==> config.mk <==
export PLATFORM = sky130hd
export DESIGN_NAME = mem_port_arbiter
export DESIGN_NICKNAME = d
export VERILOG_FILES = /design/src/rtl/mem_arb_pkg.sv /design/src/rtl/mem_port_arbiter_load_formatter.sv /design/src/rtl/mem_port_arbiter.sv
export SDC_FILE = /design/constraint.sdc
export NUM_CORES = 1
export LEC_CHECK = 0
export BUFFER_PORTS_ARGS = -buffer_cell sky130_fd_sc_hd__buf_4
export CAP_MARGIN = 20
export CORE_AREA = 2 2 87 89
export CTS_CLUSTER_DIAMETER = 40
export CTS_CLUSTER_SIZE = 14
export DETAILED_ROUTE_END_ITERATION = 7
export DIE_AREA = 0 0 89 91
export PLACE_DENSITY = 0.81
export SLEW_MARGIN = 20
export SYNTH_ARGS = -nofsm -noshare
export SYNTH_HDL_FRONTEND = slang
export SYNTH_HIERARCHICAL = 1
export SYNTH_SLANG_ARGS = --single-unit
==> constraint.sdc <==
create_clock -name clk_i -period 2.55 [get_ports clk_i]
set_input_delay 0.1275 -clock clk_i [delete_from_list [all_inputs] [get_ports clk_i]]
set_output_delay 0.1275 -clock clk_i [all_outputs]
set_load 0.02 [all_outputs]
==> src/rtl/mem_arb_pkg.sv <==
// Shared types and helpers for the fetch / load-store memory port arbiter.
package mem_arb_pkg;

  typedef enum logic [1:0] {
    SZ_B   = 2'd0,
    SZ_H   = 2'd1,
    SZ_W   = 2'd2,
    SZ_BAD = 2'd3
  } size_e;

  typedef enum logic {
    OWN_IF = 1'b0,
    OWN_D  = 1'b1
  } owner_e;

  localparam int ARB_RR    = 0;
  localparam int ARB_FIXED = 1;

  function automatic logic [3:0] size_to_mask(size_e size);
    logic [3:0] mask;
    case (size)
      SZ_B:    mask = 4'b0001;
      SZ_H:    mask = 4'b0011;
      SZ_W:    mask = 4'b1111;
      default: mask = 4'b0000;
    endcase
    return mask;
  endfunction

  function automatic logic [2:0] size_bytes(size_e size);
    logic [2:0] bytes;
    case (size)
      SZ_B:    bytes = 3'd1;
      SZ_H:    bytes = 3'd2;
      SZ_W:    bytes = 3'd4;
      default: bytes = 3'd0;
    endcase
    return bytes;
  endfunction

endpackage

==> src/rtl/mem_port_arbiter_load_formatter.sv <==
// Sign/zero extension of the lane-0-justified memory word for byte and half loads.
module load_formatter
  import mem_arb_pkg::*;
(
  input  logic [31:0] raw_i,
  input  size_e       size_i,
  input  logic        unsigned_i,
  output logic [31:0] data_o
);

  logic signBit;

  always_comb begin
    data_o  = raw_i;
    signBit = 1'b0;
    case (size_i)
      SZ_B: begin
        signBit = raw_i[7] & ~unsigned_i;
        data_o  = {{24{signBit}}, raw_i[7:0]};
      end
      SZ_H: begin
        signBit = raw_i[15] & ~unsigned_i;
        data_o  = {{16{signBit}}, raw_i[15:0]};
      end
      default: data_o = raw_i;
    endcase
  end

endmodule

==> src/rtl/mem_port_arbiter.sv <==
// Arbitrates fetch and load/store accesses onto one byte-striped memory port
// and returns the registered, extended response one cycle after grant.
module mem_port_arbiter
  import mem_arb_pkg::*;
#(
  parameter int ADDR_WIDTH = 15,
  parameter int ARB_MODE   = ARB_RR
) (
  input  logic                  clk_i,
  input  logic                  rst_i,
  input  logic                  if_req_i,
  input  logic [ADDR_WIDTH-1:0] if_addr_i,
  output logic                  if_gnt_o,
  output logic                  if_rvalid_o,
  output logic [31:0]           if_rdata_o,
  input  logic                  d_req_i,
  input  logic                  d_we_i,
  input  logic [1:0]            d_size_i,
  input  logic                  d_unsigned_i,
  input  logic [ADDR_WIDTH-1:0] d_addr_i,
  input  logic [31:0]           d_wdata_i,
  output logic                  d_gnt_o,
  output logic                  d_rvalid_o,
  output logic                  d_err_o,
  output logic [31:0]           d_rdata_o,
  output logic [3:0]            mem_write_mask_o,
  output logic [ADDR_WIDTH-1:0] mem_addr_o,
  output logic [31:0]           mem_write_data_o,
  input  logic [31:0]           mem_read_data_i
);

  logic                  ifReq, dReq, ifWin, dWin, dErr;
  size_e                 dSize;
  logic [ADDR_WIDTH:0]   dEnd;
  owner_e                rrPtr_q, rrPtr_d;
  logic [ADDR_WIDTH-1:0] memAddr_q, memAddr_d;
  logic                  rvalid_q, rvalid_d;
  owner_e                owner_q, owner_d;
  size_e                 size_q, size_d;
  logic                  unsigned_q, unsigned_d;
  logic                  we_q, we_d;
  logic                  err_q, err_d;
  logic                  respValid;
  logic [31:0]           loadData;

  // Requests are masked during reset so nothing is granted while rst_i is high.
  always_comb begin
    ifReq   = if_req_i & ~rst_i;
    dReq    = d_req_i & ~rst_i;
    dSize   = size_e'(d_size_i);
    dEnd    = {1'b0, d_addr_i} + (ADDR_WIDTH + 1)'(size_bytes(dSize))
              - (ADDR_WIDTH + 1)'(1);
    dErr    = (dSize == SZ_BAD) | dEnd[ADDR_WIDTH];
    if (ARB_MODE == ARB_FIXED) begin
      dWin = dReq;
    end else begin
      dWin = dReq & (~ifReq | (rrPtr_q == OWN_D));
    end
    ifWin   = ifReq & ~dWin;
    rrPtr_d = rrPtr_q;
    if ((ARB_MODE == ARB_RR) && ifReq && dReq) begin
      rrPtr_d = dWin ? OWN_IF : OWN_D;
    end
  end

  always_comb begin
    memAddr_d        = memAddr_q;
    mem_write_mask_o = 4'b0000;
    mem_write_data_o = 32'h0;
    if (dWin) begin
      memAddr_d = d_addr_i;
      if (d_we_i && !dErr) begin
        mem_write_mask_o = size_to_mask(dSize);
        mem_write_data_o = d_wdata_i;
      end
    end else if (ifWin) begin
      memAddr_d = if_addr_i;
    end
    rvalid_d   = ifWin | dWin;
    owner_d    = dWin ? OWN_D : OWN_IF;
    size_d     = dSize;
    unsigned_d = d_unsigned_i;
    we_d       = d_we_i;
    err_d      = dWin & dErr;
  end

  assign if_gnt_o   = ifWin;
  assign d_gnt_o    = dWin;
  assign mem_addr_o = memAddr_d;

  always_ff @(posedge clk_i) begin
    if (rst_i) begin
      rrPtr_q    <= OWN_IF;
      memAddr_q  <= '0;
      rvalid_q   <= 1'b0;
      owner_q    <= OWN_IF;
      size_q     <= SZ_B;
      unsigned_q <= 1'b0;
      we_q       <= 1'b0;
      err_q      <= 1'b0;
    end else begin
      rrPtr_q    <= rrPtr_d;
      memAddr_q  <= memAddr_d;
      rvalid_q   <= rvalid_d;
      owner_q    <= owner_d;
      size_q     <= size_d;
      unsigned_q <= unsigned_d;
      we_q       <= we_d;
      err_q      <= err_d;
    end
  end

  load_formatter u_fmt (
    .raw_i      (mem_read_data_i),
    .size_i     (size_q),
    .unsigned_i (unsigned_q),
    .data_o     (loadData)
  );

  // A response still in flight when reset arrives is suppressed immediately.
  always_comb begin
    respValid   = rvalid_q & ~rst_i;
    if_rvalid_o = respValid & (owner_q == OWN_IF);
    d_rvalid_o  = respValid & (owner_q == OWN_D);
    d_err_o     = d_rvalid_o & err_q;
    if_rdata_o  = if_rvalid_o ? mem_read_data_i : 32'h0;
    d_rdata_o   = (d_rvalid_o && !we_q && !err_q) ? loadData : 32'h0;
  end

endmodule

# --- Yosys cells after proc, flatten, opt, wreduce, memory -nomap -nowiden ---
# Index checks and enable logic that the tools add are counted.
totals:
  in_bits: 102
  rom_bits: 0
  ramBits: 0
  n_memories: 0
  register_bits: 23
  wordCells: 55
  out_inout_bits: 120
  latch_bits: 0
classes:
  n_addsub: 2
  n_lt_le_gt_ge: 0
  reduce_logical: 9
  shift: 0
  n_div: 0
  multipliers: 0
  bitwise: 19
  n_mux: 13
  n_eq_ne: 4
op_table:
  columns: ["operator", "n"]
  rows:
  - ["2-to-1 mux 32 bit", 4]
  - ["case mux 32 bit (2 select lines)", 1]
  - ["2-to-1 mux 15 bit", 2]
  - ["adder 15 x 3 -> 16 bit", 1]
  - ["subtractor 16 x 1 -> 16 bit (second input constant)", 1]
  - ["case mux 4 bit (3 select lines)", 1]
  - ["AND 1 bit", 11]
  - ["case mux 3 bit (3 select lines)", 1]
  - ["2-to-1 mux 4 bit", 2]
  - ["inverter 1 bit", 5]
  - ["equality test 2 x 1 -> 1 bit (second input constant)", 2]
  - ["equality test 2 bit (second input constant)", 2]
  - ["logical AND 1 bit", 4]
  - ["zero test 2 bit", 2]
  - ["zero test 1 bit", 3]
  - ["OR 1 bit", 3]
  - ["2-to-1 mux 1 bit", 2]

# --- Depth between registers and ports, before layout ---
logic_depth:
  depth_word: 9
  mapped_depth: 12
  ltp_nobuf: 11

# --- By module ---
# Netlist, hierarchy kept.
modules_own_cells:
  columns: ["module", "seq_area_each_um2", "instances", "cells_per_inst", "area_each_um2"]
  rows:
  - ["mem_port_arbiter", 460.4, 1, 282, 2207.1]
  - ["load_formatter", 0.0, 1, 67, 355.3]

# --- Worst setup path after synthesis ---
# No wires, ideal clock.
synth_timing:
  kind: "input -> output"
  from: "input port d_size_i[0]"
  to: "output port mem_write_mask_o[3]"
  t_arrival_ps: 2380
  required_time_ps: 2423
  path_buffers: 1
  path_stages: 12
  slack_ps: 42
  cell_sequence: "inv_1 -> ha_1 -> inv_1 -> ha_1 -> inv_1 -> ha_1 -> a31oi_1 -> o221ai_1 -> a211oi_2 -> mux2i_2 -> and2_2 -> buf_4"
synth_via:
  elab_chain_len: 9
  word_cells_on_any_way: 13
  cone_classes: "2 x add/sub; 3 x eq/ne; 4 x mux; 1 x bitwise; 3 x reduce/logical"
synth_lines:
  columns: ["item", "line", "source"]
  rows:
  - ["from (decl)", "mem_port_arbiter.sv:18", "input logic [1:0] d_size_i,"]
  - ["equality test 2 bit (tied with other cells)", "mem_arb_pkg.sv:21, mem_arb_pkg.sv:32", null]
  - ["case mux 3 bit (3 select lines)", "mem_arb_pkg.sv:32", "case (size)"]
  - ["adder 15 x 3 -> 16 bit", "mem_port_arbiter.sv:51", "dEnd = {1'b0, d_addr_i} + (ADDR_WIDTH + 1)'(size_bytes(dSize))"]
  - ["subtractor 16 x 1 -> 16 bit", "mem_port_arbiter.sv:52", "- (ADDR_WIDTH + 1)'(1);"]
  - ["OR 1 bit", "mem_port_arbiter.sv:53", "dErr = (dSize == SZ_BAD) | dEnd[ADDR_WIDTH];"]
  - ["zero test 1 bit", "mem_port_arbiter.sv:72", "if (d_we_i && !dErr) begin"]
  - ["logical AND 1 bit", "mem_port_arbiter.sv:72", null]
  - ["2-to-1 mux 4 bit (*)", "mem_port_arbiter.sv:72", null]
  - ["2-to-1 mux 4 bit (*)", "mem_port_arbiter.sv:70", "if (dWin) begin"]
  - ["to (decl)", "mem_port_arbiter.sv:26", "output logic [3:0] mem_write_mask_o,"]
# Mark *: on every way between the ends. The rest lies on a longest branch, timed or not.

# --- Worst setup path after layout ---
layout_timing:
  from: "input port d_size_i[0]"
  to: "output port mem_write_data_o[16]"
layout_via:
  elab_chain_len: 9
  word_cells_on_any_way: 12
  cone_classes: "2 x add/sub; 3 x eq/ne; 3 x mux; 1 x bitwise; 3 x reduce/logical"
layout_lines:
  columns: ["item", "line", "source"]
  rows:
  - ["equality test 2 bit (tied with other cells)", "mem_arb_pkg.sv:32", null]
  - ["case mux 3 bit (3 select lines)", "mem_arb_pkg.sv:32", null]
  - ["adder 15 x 3 -> 16 bit", "mem_port_arbiter.sv:51", null]
  - ["subtractor 16 x 1 -> 16 bit", "mem_port_arbiter.sv:52", null]
  - ["OR 1 bit (*)", "mem_port_arbiter.sv:53", null]
  - ["zero test 1 bit (*)", "mem_port_arbiter.sv:72", null]
  - ["logical AND 1 bit (*)", "mem_port_arbiter.sv:72", null]
  - ["2-to-1 mux 32 bit (*)", "mem_port_arbiter.sv:72", null]
  - ["2-to-1 mux 32 bit (*)", "mem_port_arbiter.sv:70", null]
  - ["to (decl)", "mem_port_arbiter.sv:28", "output logic [31:0] mem_write_data_o,"]
# Marks and branches as above.

==> reports/qor.txt <==
Gr usage total - 22.5%
Drt drc - 0
Final instance area - 4650 um^2
DP HPWL - 7210 um
Initial antenna violation count - 0
WP data required - 2420 ps
Average size of a mapped cell - 7.34 um^2
Area growth syn-to-layout - 81.3%
Core Region - 7140 um^2
Top Ports - 222
Failing checks - negative setup slack
Register share of total power - 32.4%
Logic pwr share - 48.1%
Most frequent cells in the layout - buf_4 (197), and2_1 (65), nand2_1 (44), buf_6 (40), and2_4 (34)
Area fraction of the dominant cell type after synthesis - 18.0%
Dominant cells by area after synthesis - dfxtp_1 (18%), and2_1 (16%), and2_4 (9.9%)
EDFF count, synth - 0
Clock Pin Slew Worst Setup and Hold Paths - 80 ps
Status - complete, but fails checks
Post-synthesis cell count - 349
Final Net Count - 683
Setup WS post-layout - -19.9 ps
CTS max path bufs - 2
Commonest non-fill, non-tap cell in the layout - buf_4
Share of post-route cells with drive strength above 1 - 52.8%
Routed Antenna Nets - 0
Mapped Area - 2560 um^2
Fmax - 0.389 GHz
Num Clock Sinks - 23
First-pass GRT wire length - 14,400 um
GRT overflow - 0
CP endpoint kind - output port
Avg WL per Cell - 14.1 um
Diode count - 0
H-tree Lvls - 1
Clk root buf - clkbuf_8
Post-layout util - 65.1%
Largest net degree at the start of global routing - 34
Maximum capacitance violations - 0
Pins Over Slew Limit - 0
Worst rel slew slack - 55.9%
CP max FO - 5
Final hold vios - 0
Clock skew - 3.99 ps
Clock power share - 19.5%
Setup CP Type - in2out
Slew @ Worst Pin - 649 ps
Vias in the first global route - 3,085
Vias - 3,070
Element type at the critical path start - input port
Leakage - 2.42 nW
Biggest area consumer among synthesized cells - dfxtp_1
Asr flop ratio synth - 0%
Die H - 91 um
Max VDD drop - 0.000230 V
Worst Path Arrival - 2440 ps
Sw frac - 34.1%
Clk Latency, worst-skew pair - 270 ps
P_sw - 0.413 mW
Starting Density - 35.9%
Fin crit share - 101%
RSZ-0062 raised after global routing - yes
Sequential fraction of the synthesis area - 18.0%
Pre-CTS setup slack - -221 ps
CTS tree - built
Top_reg_cell synth - dfxtp_1
Synthesis-stage register bit count - 23
Final wirelength - 9320 um
Area after DPL - 4260 um^2
Cts bufs inserted - 3
Cell row count - 31
Port bufs - 221
P per Cell Area - 261 nW/um^2
Initial DRC count - 106
Hold Crit Class - in2reg
Yosys cell types - 35
Filler Cell Count - 618
Iteration count of the initial detailed-routing pass - 4
CTS Hold Buffers Added - 0
Net Count, Synth - 470
DR vias/cell - 4.65
Min Clock Period, post-route - 2570 ps
Tot Pwr - 1.21 mW
Die Area - 8100 um^2
Internal Power - 0.798 mW
Yosys warns - 6
GP Congestion - 0.811
Die width - 89 um
Final setup viols - 8
through the flow:
| step | hold WS, ps | cells | setup TNS (ps) |
|---|---|---|---|
| finish | 62.9 | 660 | -50.9 |
| global route | 56.4 | 660 | -2720 |
| CTS | 65.3 | 663 | -1670 |
| detailed placement | 343 | 647 | -7020 |
| global placement | 340 | 647 | -3800 |
| floorplan | 199 | 349 | 0 |
power groups by stage:
stage	Clock [mW]	Sequential, mW	Combinational [mW]
floorplan	0	0.396	0.288
global placement	0	0.400	0.528
detailed placement	0	0.402	0.543
CTS	0.237	0.393	0.585
global route	0.256	0.396	0.633
finish	0.236	0.393	0.582
routing by layer:
metal	wire, um	global-route usage, %	vias up	share of wire (%)
met5	0	0	-	0
met2	5130	45.1	159	55
met1	3150	21.8	1359	34
met4	200	7.71	0	2.1
li1	-	-	1535	-
met3	842	4.27	17	9.0
logic make-up after synthesis:
logic type / Yosys count / share of synthesized area, %
AOI/OAI and AO/OA: 51 / 12.0
muxes: 11 / 4.59
and+or+nand+nor: 187 / 44.2
adders and majority gates: 19 / 9.28
buffers and inverters: 56 / 11.3
DFF: 23 / 18.0
xor gates and xnor gates: 2 / 0.684
registers in the layout, summed over array words and instances (netlist names):
signal	flops
unsigned_q	1
err_q	1
rrPtr_q	1
we_q	1
owner_q	1
size_q	2
memAddr_q	15
rvalid_q	1
area by class of cell:
type | count | area, um^2 | area share (%)
clock buffer | 4 | 45.0 | 0.970
inverter | 23 | 91.3 | 1.97
multi-input combinational | 270 | 1910 | 41.0
sequential | 23 | 460 | 9.91
tap | 99 | 124 | 2.67
timing repair buffer | 241 | 2020 | 43.5
synth_stat cells, types with 5 or more instances:
cell / n
buf_6: 5
inv_1: 23
o21ai_0: 33
and2_1: 65
a221o_1: 6
nand2_1: 44
clkbuf_1: 14
and2_2: 5
nor2_1: 10
buf_4: 10
dfxtp_1: 23
and2_4: 29
a21oi_1: 6
mux2i_1: 9
ha_1: 19
nor2b_1: 20
final timing paths:
| kind | startpoint | end | slack (ps) | cells after the start |
|---|---|---|---|---|
| setup reg to reg | rrPtr_q | memAddr_q[1] | 1060 | 5 |
| setup / recovery | d_size_i[0] | mem_write_data_o[16] | -20 | 16 |
| hold reg to reg | rrPtr_q | rrPtr_q | 540 | 2 |
| hold / removal | d_unsigned_i | unsigned_q | 60 | 2 |
worst max-delay path, cell delays in order:
cell and delay (ps):
buf_8 100, inv_6 50, ha_4 130, inv_2 40
ha_4 250, inv_2 30, ha_4 190, a31oi_1 160
o221ai_1 180, a211oi_2 200, buf_4 160, mux2i_4 250
buf_6 160, buf_6 130, and2_4 150, buf_6 110
timing repair:
action                                  4_1_cts  5_1_grt
buffers inserted                              8        1
endpoints found under the setup margin       36       36
resized for setup                            66        2
hold endpoints to repair                      0        0
cloned                                        4        0
pin swaps                                    37       10
(Power assumes the default switching activity.)
